===== config.mk =====
export PLATFORM = sky130hd
export DESIGN_NAME = fpga_cfg_loader
export DESIGN_NICKNAME = d
export VERILOG_FILES = /design/src/rtl/fpga_cfg_loader.sv
export SDC_FILE = /design/constraint.sdc
export NUM_CORES = 1
export LEC_CHECK = 0
export CORE_MARGIN = 5
export CORE_UTILIZATION = 25
export DETAILED_ROUTE_END_ITERATION = 8
export GPL_ROUTABILITY_DRIVEN = 1
export PLACE_DENSITY_LB_ADDON = 0.08
export SLEW_MARGIN = 30
export SYNTH_ARGS = -nofsm -noshare
export SYNTH_HDL_FRONTEND = slang
export SYNTH_SLANG_ARGS = --single-unit

===== constraint.sdc =====
create_clock -name clk_i -period 1.9 [get_ports clk_i]
set_clock_uncertainty 0.05 [all_clocks]
set_input_delay 0.38 -clock clk_i [delete_from_list [all_inputs] [get_ports clk_i]]
set_output_delay 0.38 -clock clk_i [all_outputs]
set_load 0.05 [all_outputs]

===== src/rtl/fpga_cfg_loader.sv =====
// ============================================================================
// fpga_cfg_loader: byte-stream to serial configuration-chain loader that holds
// the logic cells in reset until a complete, validated frame has been shifted.
// Optional checksum byte and CHECK state enabled by `define FPGA_CFG_CHECKSUM_EN.
// Revision: 1.0
// ============================================================================
`default_nettype none

module fpga_cfg_loader #(
  parameter int          NUM_CELLS = 4,
  parameter int          CFG_W     = 18,
  parameter logic [7:0]  SYNC_BYTE = 8'hA5
) (
  input  logic       clk_i,
  input  logic       reset_i,
  input  logic       start_i,
  input  logic [7:0] s_data_i,
  input  logic       s_valid_i,
  output logic       s_ready_o,
  output logic       cfg_sdo_o,
  output logic       cfg_shift_o,
  output logic       cell_reset_no,
  output logic       busy_o,
  output logic       cfg_done_o,
  output logic       cfg_err_o
);

  localparam int TOTAL_BITS = NUM_CELLS * CFG_W;
  localparam int CNT_W      = $clog2(TOTAL_BITS + 1);
  localparam logic [CNT_W-1:0] LAST_BIT = CNT_W'(TOTAL_BITS - 1);

  localparam logic [2:0] ST_IDLE  = 3'd0;
  localparam logic [2:0] ST_SYNC  = 3'd1;
  localparam logic [2:0] ST_LOAD  = 3'd2;
  localparam logic [2:0] ST_SHIFT = 3'd3;
  localparam logic [2:0] ST_DONE  = 3'd4;
`ifdef FPGA_CFG_CHECKSUM_EN
  localparam logic [2:0] ST_CHECK = 3'd5;
  localparam logic [2:0] ST_ERR   = 3'd6;
`endif

  logic [2:0]       state_q,   state_d;
  logic [7:0]       shreg_q,   shreg_d;
  logic [CNT_W-1:0] bitcnt_q,  bitcnt_d;
  logic [2:0]       bytebit_q, bytebit_d;
  logic             s_ready_q, s_ready_d;
  logic             accept;
`ifdef FPGA_CFG_CHECKSUM_EN
  logic [7:0]       csum_q,    csum_d;
`endif

  assign accept = s_valid_i & s_ready_o;

  always_comb begin
    state_d   = state_q;
    shreg_d   = shreg_q;
    bitcnt_d  = bitcnt_q;
    bytebit_d = bytebit_q;
`ifdef FPGA_CFG_CHECKSUM_EN
    csum_d    = csum_q;
`endif
    if (start_i) begin
      state_d   = ST_SYNC;
      shreg_d   = '0;
      bitcnt_d  = '0;
      bytebit_d = '0;
`ifdef FPGA_CFG_CHECKSUM_EN
      csum_d    = '0;
`endif
    end else begin
      case (state_q)
        ST_SYNC: begin
          if (accept && (s_data_i == SYNC_BYTE)) begin
            state_d  = ST_LOAD;
            bitcnt_d = '0;
`ifdef FPGA_CFG_CHECKSUM_EN
            csum_d   = '0;
`endif
          end
        end
        ST_LOAD: begin
          if (accept) begin
            shreg_d   = s_data_i;
            bytebit_d = '0;
            state_d   = ST_SHIFT;
`ifdef FPGA_CFG_CHECKSUM_EN
            csum_d    = csum_q ^ s_data_i;
`endif
          end
        end
        ST_SHIFT: begin
          shreg_d   = {1'b0, shreg_q[7:1]};
          bitcnt_d  = bitcnt_q + 1'b1;
          bytebit_d = bytebit_q + 3'd1;
          // Final byte stops early: its padding bits never reach the chain.
          if (bitcnt_q == LAST_BIT) begin
`ifdef FPGA_CFG_CHECKSUM_EN
            state_d = ST_CHECK;
`else
            state_d = ST_DONE;
`endif
          end else if (bytebit_q == 3'd7) begin
            state_d = ST_LOAD;
          end
        end
`ifdef FPGA_CFG_CHECKSUM_EN
        ST_CHECK: begin
          if (accept) state_d = (s_data_i == csum_q) ? ST_DONE : ST_ERR;
        end
`endif
        default: ;
      endcase
    end
  end

  // Ready is registered from the next state so it never follows s_valid_i.
  always_comb begin
    s_ready_d = (state_d == ST_SYNC) || (state_d == ST_LOAD);
`ifdef FPGA_CFG_CHECKSUM_EN
    s_ready_d = s_ready_d || (state_d == ST_CHECK);
`endif
  end

  always_ff @(posedge clk_i or posedge reset_i) begin
    if (reset_i) begin
      state_q   <= ST_IDLE;
      shreg_q   <= '0;
      bitcnt_q  <= '0;
      bytebit_q <= '0;
      s_ready_q <= 1'b0;
`ifdef FPGA_CFG_CHECKSUM_EN
      csum_q    <= '0;
`endif
    end else begin
      state_q   <= state_d;
      shreg_q   <= shreg_d;
      bitcnt_q  <= bitcnt_d;
      bytebit_q <= bytebit_d;
      s_ready_q <= s_ready_d;
`ifdef FPGA_CFG_CHECKSUM_EN
      csum_q    <= csum_d;
`endif
    end
  end

  assign s_ready_o     = s_ready_q & ~start_i;
  assign cfg_shift_o   = (state_q == ST_SHIFT);
  assign cfg_sdo_o     = cfg_shift_o & shreg_q[0];
  assign cell_reset_no = (state_q == ST_DONE);
  assign cfg_done_o    = (state_q == ST_DONE);
`ifdef FPGA_CFG_CHECKSUM_EN
  assign busy_o    = (state_q == ST_SYNC) || (state_q == ST_LOAD) ||
                     (state_q == ST_SHIFT) || (state_q == ST_CHECK);
  assign cfg_err_o = (state_q == ST_ERR);
`else
  assign busy_o    = (state_q == ST_SYNC) || (state_q == ST_LOAD) ||
                     (state_q == ST_SHIFT);
  assign cfg_err_o = 1'b0;
`endif

endmodule

`default_nettype wire


==> impl_metrics.py <==
metrics = {
    "yosys": {
        "synth-xor-area-share": 0.0138,
        "synth_top_family_by_area": "simple AND/OR/NAND/NOR gates",
        "syn_area_um2": 1270,
        "yosysWarningCount": 0,
        "synth-simple-area-share": 0.270,
        "synth_seq_cells": 22,
        "synthMostInstantiatedCell": "dfrtp_1",
        "syn_avg_cell_area_um2": 9.57,
        "synth_edf_count": 0,
        "syn-num-nets": 148,
        "synth.area.top_cells": "dfrtp_1 (43%), a311oi_2 (8.3%), nand2_1 (5.9%)",
        "synthAdderAreaFrac": 0.0295,
        "syn_inst": 133,
        "synthTopCellsByCount": "dfrtp_1 (22), nand2_1 (20), nor2_1 (16), a311oi_2 (7), a21oi_1 (6)",
        "synth_compound_area_frac": 0.185,
        "ys_async_sr_fraction": 1.00,
        "synth_ff_type": "dfrtp_1",
        "yosys-mux-area-fraction": 0.00787,
        "synth.top_cell.area_share": 0.433,
        "synth_top_area_cell": "dfrtp_1",
        "yosysUniqueCellTypes": 36,
        "synth-seq-area-share": 0.433,
    },
    "power_and_ir_drop": {
        "p_int_w": 0.000789,
        "power.switching_w": 0.000207,
        "p_clk_frac": 0.446,
        "sw_frac_of_total": 0.207,
        "seqPwrFrac": 0.471,
        "p_total_w": 0.000996,
        "p_per_area_nw_per_um2": 589,
        "peakVddDrop_mv": 0.241,
        "comb_power_share": 0.083,
        "p_leak_nw": 0.730,
    },
    "critical_path": {
        "endpoint": "cfg_sdo_o",
        "r2r_slack_ns": 0.32,
        "worst_ep_required_time_ns": 1.47,
        "end_kind": "primary output",
        "startpoint_type": "flip-flop",
        "r2r-end": "s_ready_q$_DFF_PP0_",
        "worstReg2RegStart": "bitcnt_q[3]$_DFFE_PP0P_",
        "reg2reg_depth": 4,
        "path_class": "flip-flop to primary output",
        "cp_max_fo": 7,
        "arrival_ns": 1.41,
        "cp-startpoint": "state_q[1]$_DFF_PP0_",
    },
    "floorplan": {
        "pin_count": 19,
        "initial_core_util": 0.254,
        "die_h_um": 81.3,
        "fp.dieArea_um2": 6620,
        "rows": 26,
        "die_w_um": 81.3,
        "core-area_um2": 5010,
    },
    "cells_and_area": {
        "fin_area_um2": 1690,
        "utilization": 0.337,
        "fin_nets": 173,
        "area_growth_pct": 32.7,
        "n_antenna_cell": 0,
        "fill_cells": 548,
        "instances_no_fill": 227,
        "drive_gt1_frac": 0.242,
    },
    "grt": {
        "grt_use_total": 0.104,
        "grt_max_degree": 24,
        "grt-ovfl-total": 0,
        "grt_pass1_vias": 1129,
        "grt_pass1_wl_mm": 5.32,
        "antenna_found_initial": 0,
    },
    "placed_design": {
        "dp_hpwl_mm": 2.27,
        "dp_cells": 223,
        "gp_congestion": 0.767,
        "dp_worst_setup_slack_ns": -0.0989,
        "place.port_buffers": 17,
        "placed_area_um2": 1620,
    },
    "sta": {
        "rsz0062_at_grt": "false",
        "fmax_ghz": 0.543,
        "worst_slack_ns": 0.0588,
        "fin_crit_ns": 1.84,
        "hold_viol_final": 0,
        "setup_viol": 0,
        "finalCritPeriodShare": 0.969,
        "drv_slew": 0,
    },
    "clock_tree": {
        "root_buffer": "clkbuf_8",
        "cts_inserted_buffers": 3,
        "cts_tree": "built",
        "clock-sinks": 22,
        "cts_max_level": 1,
        "clock_latency_ns": 0.27,
        "cts_buffer_depth": 2,
        "clk_pin_slew_worst_paths_ns": 0.09,
    },
    "routing": {
        "routedWlPerCell_um": 13.4,
        "wl_met1_mm": 1.46,
        "drtIter0Drc": 38,
        "num_vias": 1055,
        "ant_nets": 0,
        "drc": 0,
        "met2_wirelength_mm": 1.46,
        "dr_wl_met3_um": 101,
        "wl_mm": 3.04,
        "firstDrtPassIters": 4,
        "viasPerCell": 4.65,
        "top_layer_used": "met4",
    },
    "job": {
        "maxCapViolCount": 0,
    },
    "outcome": {
        "status": "complete, no violations",
    },
    "hold_path": {
        "holdCritPathClass": "input pin to async pin",
    },
}
==> flip-flops by register name, summed over array words and instances, names as in the netlist <==
| signal | flops |
|---|---|
| shreg_q | 8 |
| bitcnt_q | 7 |
| bytebit_q | 3 |
| state_q | 3 |
| s_ready_q | 1 |
==> cells by family (layout without fill, tap and decap cells) <==
group,Yosys count,count (layout)
and+or+nand+nor,64,64
AOI/OAI and AO/OA,27,27
DFF,22,22
buffers and inverters,13,37
adders and majority gates,3,3
xor gates and xnor gates,2,2
other,1,1
muxes,1,1
==> timing repair <==
| item | 4_1_cts | 5_1_grt |
|---|---|---|
| resized for setup | 0 | 1 |
| hold buffers | 0 | 0 |
| endpoints found under the setup margin | 0 | 1 |
| buffers inserted | 0 | 0 |
==> power groups by stage <==
stage	registers, W	logic (W)	clock network [W]
2_1_floorplan	0.000478	0.0000372	0
3_3_place_gp	0.000478	0.0000841	0
3_5_place_dp	0.000478	0.0000841	0
4_1_cts	0.000469	0.0000846	0.000462
5_1_grt	0.000469	0.0000907	0.000474
6_report	0.000469	0.0000829	0.000444
==> worst max-delay path: stages (launching register included) <==
cell and delay [ns]:
dfrtp_1 0.53, nand3b_2 0.13, inv_2 0.15, and2_2 0.20, buf_12 0.14
==> worst min path at each step <==
stage	from	endpoint	slack, ns	cells past startpoint
floorplan	reset_i	bitcnt_q[0]$_DFFE_PP0P_	0.32	1
finish	reset_i	bitcnt_q[0]$_DFFE_PP0P_	0.40	3
global route	reset_i	bitcnt_q[0]$_DFFE_PP0P_	0.44	3
global placement	state_q[2]$_DFF_PP0_	state_q[2]$_DFF_PP0_	0.46	2
CTS	reset_i	bitcnt_q[4]$_DFFE_PP0P_	0.41	3
detailed placement	state_q[2]$_DFF_PP0_	state_q[2]$_DFF_PP0_	0.47	2
==> cell type report <==
type	count	area, µm²	share of cell area
multi-input cells	98	652	0.386
clock buffers	3	41.3	0.0244
well taps	70	87.6	0.0519
inverters	6	22.5	0.0133
repair buffers	27	305	0.181
flip-flops and latches	22	551	0.326
clock inverters	1	30.0	0.0178
==> cell usage in the layout, fill, tap and decap left out, drive strengths merged, types with 2 or more instances in the layout <==
cell,count
ha,3
inv,6
nand2,20
xor2,2
nand3,4
o21bai,2
nor3,2
nand3b,2
nor2,17
nand4,3
a311oi,7
clkbuf,3
clkdlybuf4s50,11
or3,2
a21oi,6
dfrtp,22
o21ai,3
a31oi,4
nor2b,2
a221oi,2
nor4b,2
buf,16
and3,3
and2,4
==> metal layers <==
layer,track usage,vias up
li1,-,517
met2,0.178,18
met1,0.132,518
met4,0.0355,0
met5,0,-
met3,0.0155,2
==> metrics by stage <==
stage | hold WS, ns | TNS [ns]
global placement | 0.458 | -0.562
finish | 0.400 | 0
CTS | 0.410 | 0
floorplan | 0.319 | 0
global route | 0.442 | 0
detailed placement | 0.466 | -0.436
Note: power is estimated with default switching activity, not from simulation.
